**config.mk**
```make
export PLATFORM = sky130hd
export DESIGN_NAME = mem_access_stage
export DESIGN_NICKNAME = d
export VERILOG_FILES = /design/src/rtl/mem_access_stage.sv
export SDC_FILE = /design/constraint.sdc
export NUM_CORES = 1
export LEC_CHECK = 0
export ABC_AREA = 0
export CORE_MARGIN = 1
export CORE_UTILIZATION = 34
export DETAILED_ROUTE_END_ITERATION = 8
export PLACE_DENSITY = 0.78
export SKIP_CTS_REPAIR_TIMING = 1
export SYNTH_ARGS = -nofsm -noshare
export SYNTH_HDL_FRONTEND = slang
export SYNTH_SLANG_ARGS = --single-unit
```
**constraint.sdc**
```tcl
create_clock -name clock -period 1.6 [get_ports clock]
set_input_delay 0.4 -clock clock [delete_from_list [all_inputs] [get_ports clock]]
set_output_delay 0.4 -clock clock [all_outputs]
set_load 0.01 [all_outputs]
```
**src/rtl/mem_access_stage.sv**
```systemverilog
// MEM pipeline stage: issues loads/stores to data memory over a req/ack handshake,
// stalls the upstream pipe until completion, and flags misalignment and timeouts.
module mem_access_stage #(
   parameter int DATA_WIDTH     = 32,
   parameter int REG_ADDR_WIDTH = 5,
   parameter int TIMEOUT_CYCLES = 16
) (
   input  logic                      clock,
   input  logic                      reset_n,
   input  logic                      valid_in,
   input  logic                      mem_read_in,
   input  logic                      mem_write_in,
   input  logic [DATA_WIDTH-1:0]     alu_result_in,
   input  logic [DATA_WIDTH-1:0]     store_data_in,
   input  logic [REG_ADDR_WIDTH-1:0] reg_dest_in,
   output logic                      stall_out,
   output logic                      valid_out,
   output logic [DATA_WIDTH-1:0]     mem_data_out,
   output logic [DATA_WIDTH-1:0]     alu_result_out,
   output logic [REG_ADDR_WIDTH-1:0] reg_dest_out,
   output logic                      align_err_out,
   output logic                      bus_err_out,
   output logic                      dmem_req,
   output logic                      dmem_we,
   output logic [DATA_WIDTH-1:0]     dmem_addr,
   output logic [DATA_WIDTH-1:0]     dmem_wdata,
   input  logic [DATA_WIDTH-1:0]     dmem_rdata,
   input  logic                      dmem_ack,
   output logic                      fsm_state
);

   localparam int TW = (TIMEOUT_CYCLES > 2) ? $clog2(TIMEOUT_CYCLES) : 1;

   typedef enum logic {IDLE = 1'b0, BUSY = 1'b1} state_t;

   // Handshake: dmem_req stays high and dmem_we/addr/wdata stay constant from the
   // issue edge until the edge closing the cycle in which dmem_ack is seen (or the
   // timeout cycle); the pipe sees valid_out exactly once, in that closing cycle.
   state_t                      state;
   logic [TW-1:0]               timer;
   logic                        lat_load;
   logic [DATA_WIDTH-1:0]       lat_alu;
   logic [REG_ADDR_WIDTH-1:0]   lat_dest;

   logic mem_op, misaligned, issue, timed_out, done;
   logic stall_c, valid_c, align_c, bus_c;

   assign mem_op     = valid_in & (mem_read_in | mem_write_in);
   assign misaligned = alu_result_in[1:0] != 2'b00;
   assign issue      = (state == IDLE) & mem_op & ~misaligned;
   assign timed_out  = timer == TW'(TIMEOUT_CYCLES - 1);
   assign done       = (state == BUSY) & (dmem_ack | timed_out);
   assign fsm_state  = (state == BUSY);

   always_comb begin
      stall_c        = 1'b0;
      valid_c        = 1'b0;
      align_c        = 1'b0;
      bus_c          = 1'b0;
      mem_data_out   = '0;
      alu_result_out = alu_result_in;
      reg_dest_out   = reg_dest_in;
      if (state == IDLE) begin
         if (issue) begin
            stall_c = 1'b1;
         end else begin
            valid_c = valid_in;
            align_c = mem_op & misaligned;
         end
      end else begin
         alu_result_out = lat_alu;
         reg_dest_out   = lat_dest;
         if (done) begin
            valid_c = 1'b1;
            bus_c   = ~dmem_ack;
            if (lat_load && dmem_ack) mem_data_out = dmem_rdata;
         end else begin
            stall_c = 1'b1;
         end
      end
   end

   // Control flags must be quiet while reset is asserted, independent of state.
   assign stall_out     = stall_c & reset_n;
   assign valid_out     = valid_c & reset_n;
   assign align_err_out = align_c & reset_n;
   assign bus_err_out   = bus_c & reset_n;

   always_ff @(posedge clock or negedge reset_n) begin
      if (!reset_n) begin
         state      <= IDLE;
         timer      <= '0;
         lat_load   <= 1'b0;
         lat_alu    <= '0;
         lat_dest   <= '0;
         dmem_req   <= 1'b0;
         dmem_we    <= 1'b0;
         dmem_addr  <= '0;
         dmem_wdata <= '0;
      end else begin
         case (state)
            IDLE: begin
               if (issue) begin
                  state      <= BUSY;
                  timer      <= '0;
                  lat_load   <= mem_read_in;
                  lat_alu    <= alu_result_in;
                  lat_dest   <= reg_dest_in;
                  dmem_req   <= 1'b1;
                  dmem_we    <= mem_write_in;
                  dmem_addr  <= {alu_result_in[DATA_WIDTH-1:2], 2'b00};
                  dmem_wdata <= store_data_in;
               end
            end
            BUSY: begin
               if (done) begin
                  state    <= IDLE;
                  dmem_req <= 1'b0;
               end else begin
                  timer <= timer + 1'b1;
               end
            end
            default: state <= IDLE;
         endcase
      end
   end

endmodule
```
==> flow_summary.json <==
{
  "ys.flop_type": "dfrtp_1",
  "grt_usage_pct": 18.0,
  "drtAntennaViolNets": 0,
  "dp_cells": 664,
  "grt_max_degree": 53,
  "synthTopCellsByCount": "dfrtp_1, mux2_2, and2_1",
  "worst_slack_ns": -0.528,
  "critPathLaunchType": "register",
  "ys_seq_elements": 77,
  "clockRootBuffer": "clkbuf_16",
  "report.power.total_w": 0.00738,
  "internal_power_w": 0.00532,
  "reg2regPathDepth": 7,
  "setup_viol": 149,
  "syn-cell-area_sq_um": 3990,
  "worstReg2RegStart": "fsm_state",
  "gr-usage-met3_pct": 5.35,
  "multi_input_area_sq_um": 1850,
  "drt-initial-drc-count": 81,
  "antenna_found_initial": 0,
  "synth_area_per_cell_sq_um": 13.4,
  "seqCellArea_sq_um": 1930,
  "switching_power_w": 0.00206,
  "overflow": 0,
  "drv_slew": 0,
  "synthDistinctLibCells": 31,
  "fin_worst_skew_ns": 0.00379,
  "period_share_pct": 133,
  "wirelength_microns": 12900,
  "cp-startpoint": "fsm_state",
  "ioPinCount": 247,
  "via_per_inst": 4.74,
  "worstPathRequired_ns": 1.20,
  "num_vias": 3324,
  "setup_tns_ns": -49.19,
  "fmax_mhz": 470,
  "dieArea_sq_um": 12200,
  "crit_fanout": 4,
  "leakagePower_nw": 3.90,
  "rsz0062_at_grt": "true",
  "busiest_layer": "met2",
  "syn_to_final_growth_pct": 81.2,
  "dp_slack_ns": -0.878,
  "max_cap_viol_count": 0,
  "die_h_microns": 110,
  "netSwitchingFraction_pct": 27.9,
  "numCtsBuffers": 9,
  "synth.most_common_cell": "dfrtp_1",
  "hpwlAfterDp_microns": 8720,
  "drive_gt1_share_pct": 44.7,
  "cts_sinks": 77,
  "tightest_slew_ns": 0.672,
  "cp.arrival_ns": 1.73,
  "cts.path.max_buffers": 2,
  "synth_top_cell_area_share_pct": 48.2,
  "status": "finished, violations left",
  "rows": 39,
  "ys_seq_area_share_pct": 48.2,
  "synth_edf_count": 0,
  "synth-warning-count": 0,
  "first_global_vias": 3159,
  "fillers": 892,
  "start_util_pct": 35.0,
  "clock_power_share_pct": 28.3,
  "vdd_drop_max_v": 0.000639,
  "core_sq_um": 11400,
  "globalRouteMet2Util_pct": 34.5,
  "htreeDepth": 3,
  "portBuffers": 244,
  "powerDensity_nw_per_um2": 1020,
  "die_w_microns": 110,
  "hp-class": "input port to async pin",
  "final_cells": 702,
  "path_clk_slew_ns": 0.06,
  "grt_util_met1_pct": 18.1,
  "violations": "negative setup slack",
  "diodes": 0,
  "finalHoldViolations": 0,
  "yosys-top-cells-area": "dfrtp_1, mux2_2, mux2_4",
  "synthArstFlopShare_pct": 100,
  "gp_congestion": 0.773,
  "relSlewSlack_pct": 55.2,
  "combPwrFrac_pct": 34.8,
  "synthCells": 298,
  "critPathKind": "register to primary output",
  "grt_pass1_wl_microns": 16100,
  "wl_per_cell_microns": 18.3,
  "fin_crit_ns": 2.13,
  "crit_path_end_kind": "primary output",
  "drcViolationCount": 0,
  "yosysTopAreaCell": "dfrtp_1",
  "cts_tree": "built",
  "pwr-share-seq_pct": 37.0,
  "hold_ws_ns": 0.112,
  "worst_skew_pair.late_latency_ns": 0.33,
  "dr.pass1.iters": 4,
  "r2r_slack_ns": -0.36,
  "fin_nets": 662
}
-- placed cells by master, fill, tap and decap left out, types with 2 or more instances in the layout --
cell / count
mux2_4: 30
clkbuf_16: 15
mux2_2: 73
o21ai_1: 2
buf_2: 4
clkinv_4: 2
buf_4: 22
conb_1: 2
and2_4: 10
nand3_1: 2
nand2_1: 6
buf_12: 5
clkinvlp_4: 2
clkbuf_2: 45
and3_4: 5
nor2_1: 2
dlymetal6s2s_1: 79
and2_1: 24
dfrtp_1: 76
mux2_1: 3
buf_6: 23
clkdlybuf4s50_1: 104
-- per-layer routing --
metal / vias up / part of all wire [%]
met5: - / 0
met4: 0 / 1.1
met3: 12 / 8.5
met2: 145 / 56
met1: 1651 / 34
li1: 1516 / -
-- area by class of cell --
cell class,instances,area share (%)
Clock buffer,10,3.30
Tap cell,143,2.47
Multi-Input combinational cell,175,25.6
Timing Repair Buffer,289,40.9
Inverter,2,0.104
Sequential cell,77,26.6
Clock inverter,6,0.986
-- stage by stage --
| step | utilization [%] | cell area, sq um |
|---|---|---|
| floorplan | - | 4030 |
| global placement | 57.3 | 6550 |
| detailed placement | 57.3 | 6550 |
| CTS | 60.0 | 6860 |
| global route | 63.4 | 7240 |
| finish | 63.4 | 7240 |
-- worst max-delay path, cell delays in order (launching register included) --
cell and delay, ns:
dfrtp_2 0.45, buf_6 0.15, buf_6 0.11, and2b_2 0.24, a32oi_4 0.11, buf_6 0.14
nor2b_4 0.10, buf_6 0.10
-- registers in the layout (all words and copies together), names as in the netlist --
name        count
fsm_state       1
timer           4
dmem_we         1
dmem_wdata     32
lat_alu        32
lat_dest        5
lat_load        1
dmem_req        1
-- cell families (layout without fill, tap and decap cells) --
| family | Yosys count | after routing | synth area share [%] |
|---|---|---|---|
| fa+ha+maj | 1 | 1 | 0.313 |
| buf+inv | 50 | 307 | 8.96 |
| mux | 106 | 106 | 32.7 |
| other cells | 1 | 2 | 0.0939 |
| compound gates | 8 | 8 | 1.38 |
| simple gates | 55 | 58 | 8.30 |
| flops | 77 | 77 | 48.2 |
-- worst paths after layout --
kind                                 end
setup / recovery               stall_out
hold / removal                 fsm_state
setup reg to reg           dmem_wdata[6]
hold reg to reg               lat_alu[0]
max in group asynchronous    lat_alu[21]
min in group clock            lat_alu[0]
-- power groups by stage --
stage / logic, W / clock network [W] / registers, W
final: 0.00257 / 0.00208 / 0.00273
after global routing: 0.00275 / 0.00222 / 0.00279
after CTS: 0.00264 / 0.00213 / 0.00272
after detailed placement: 0.00263 / 0 / 0.00275
after global placement: 0.00258 / 0 / 0.00272
after floorplan: 0.00122 / 0 / 0.00278
Note: power is estimated with default switching activity, not from simulation.
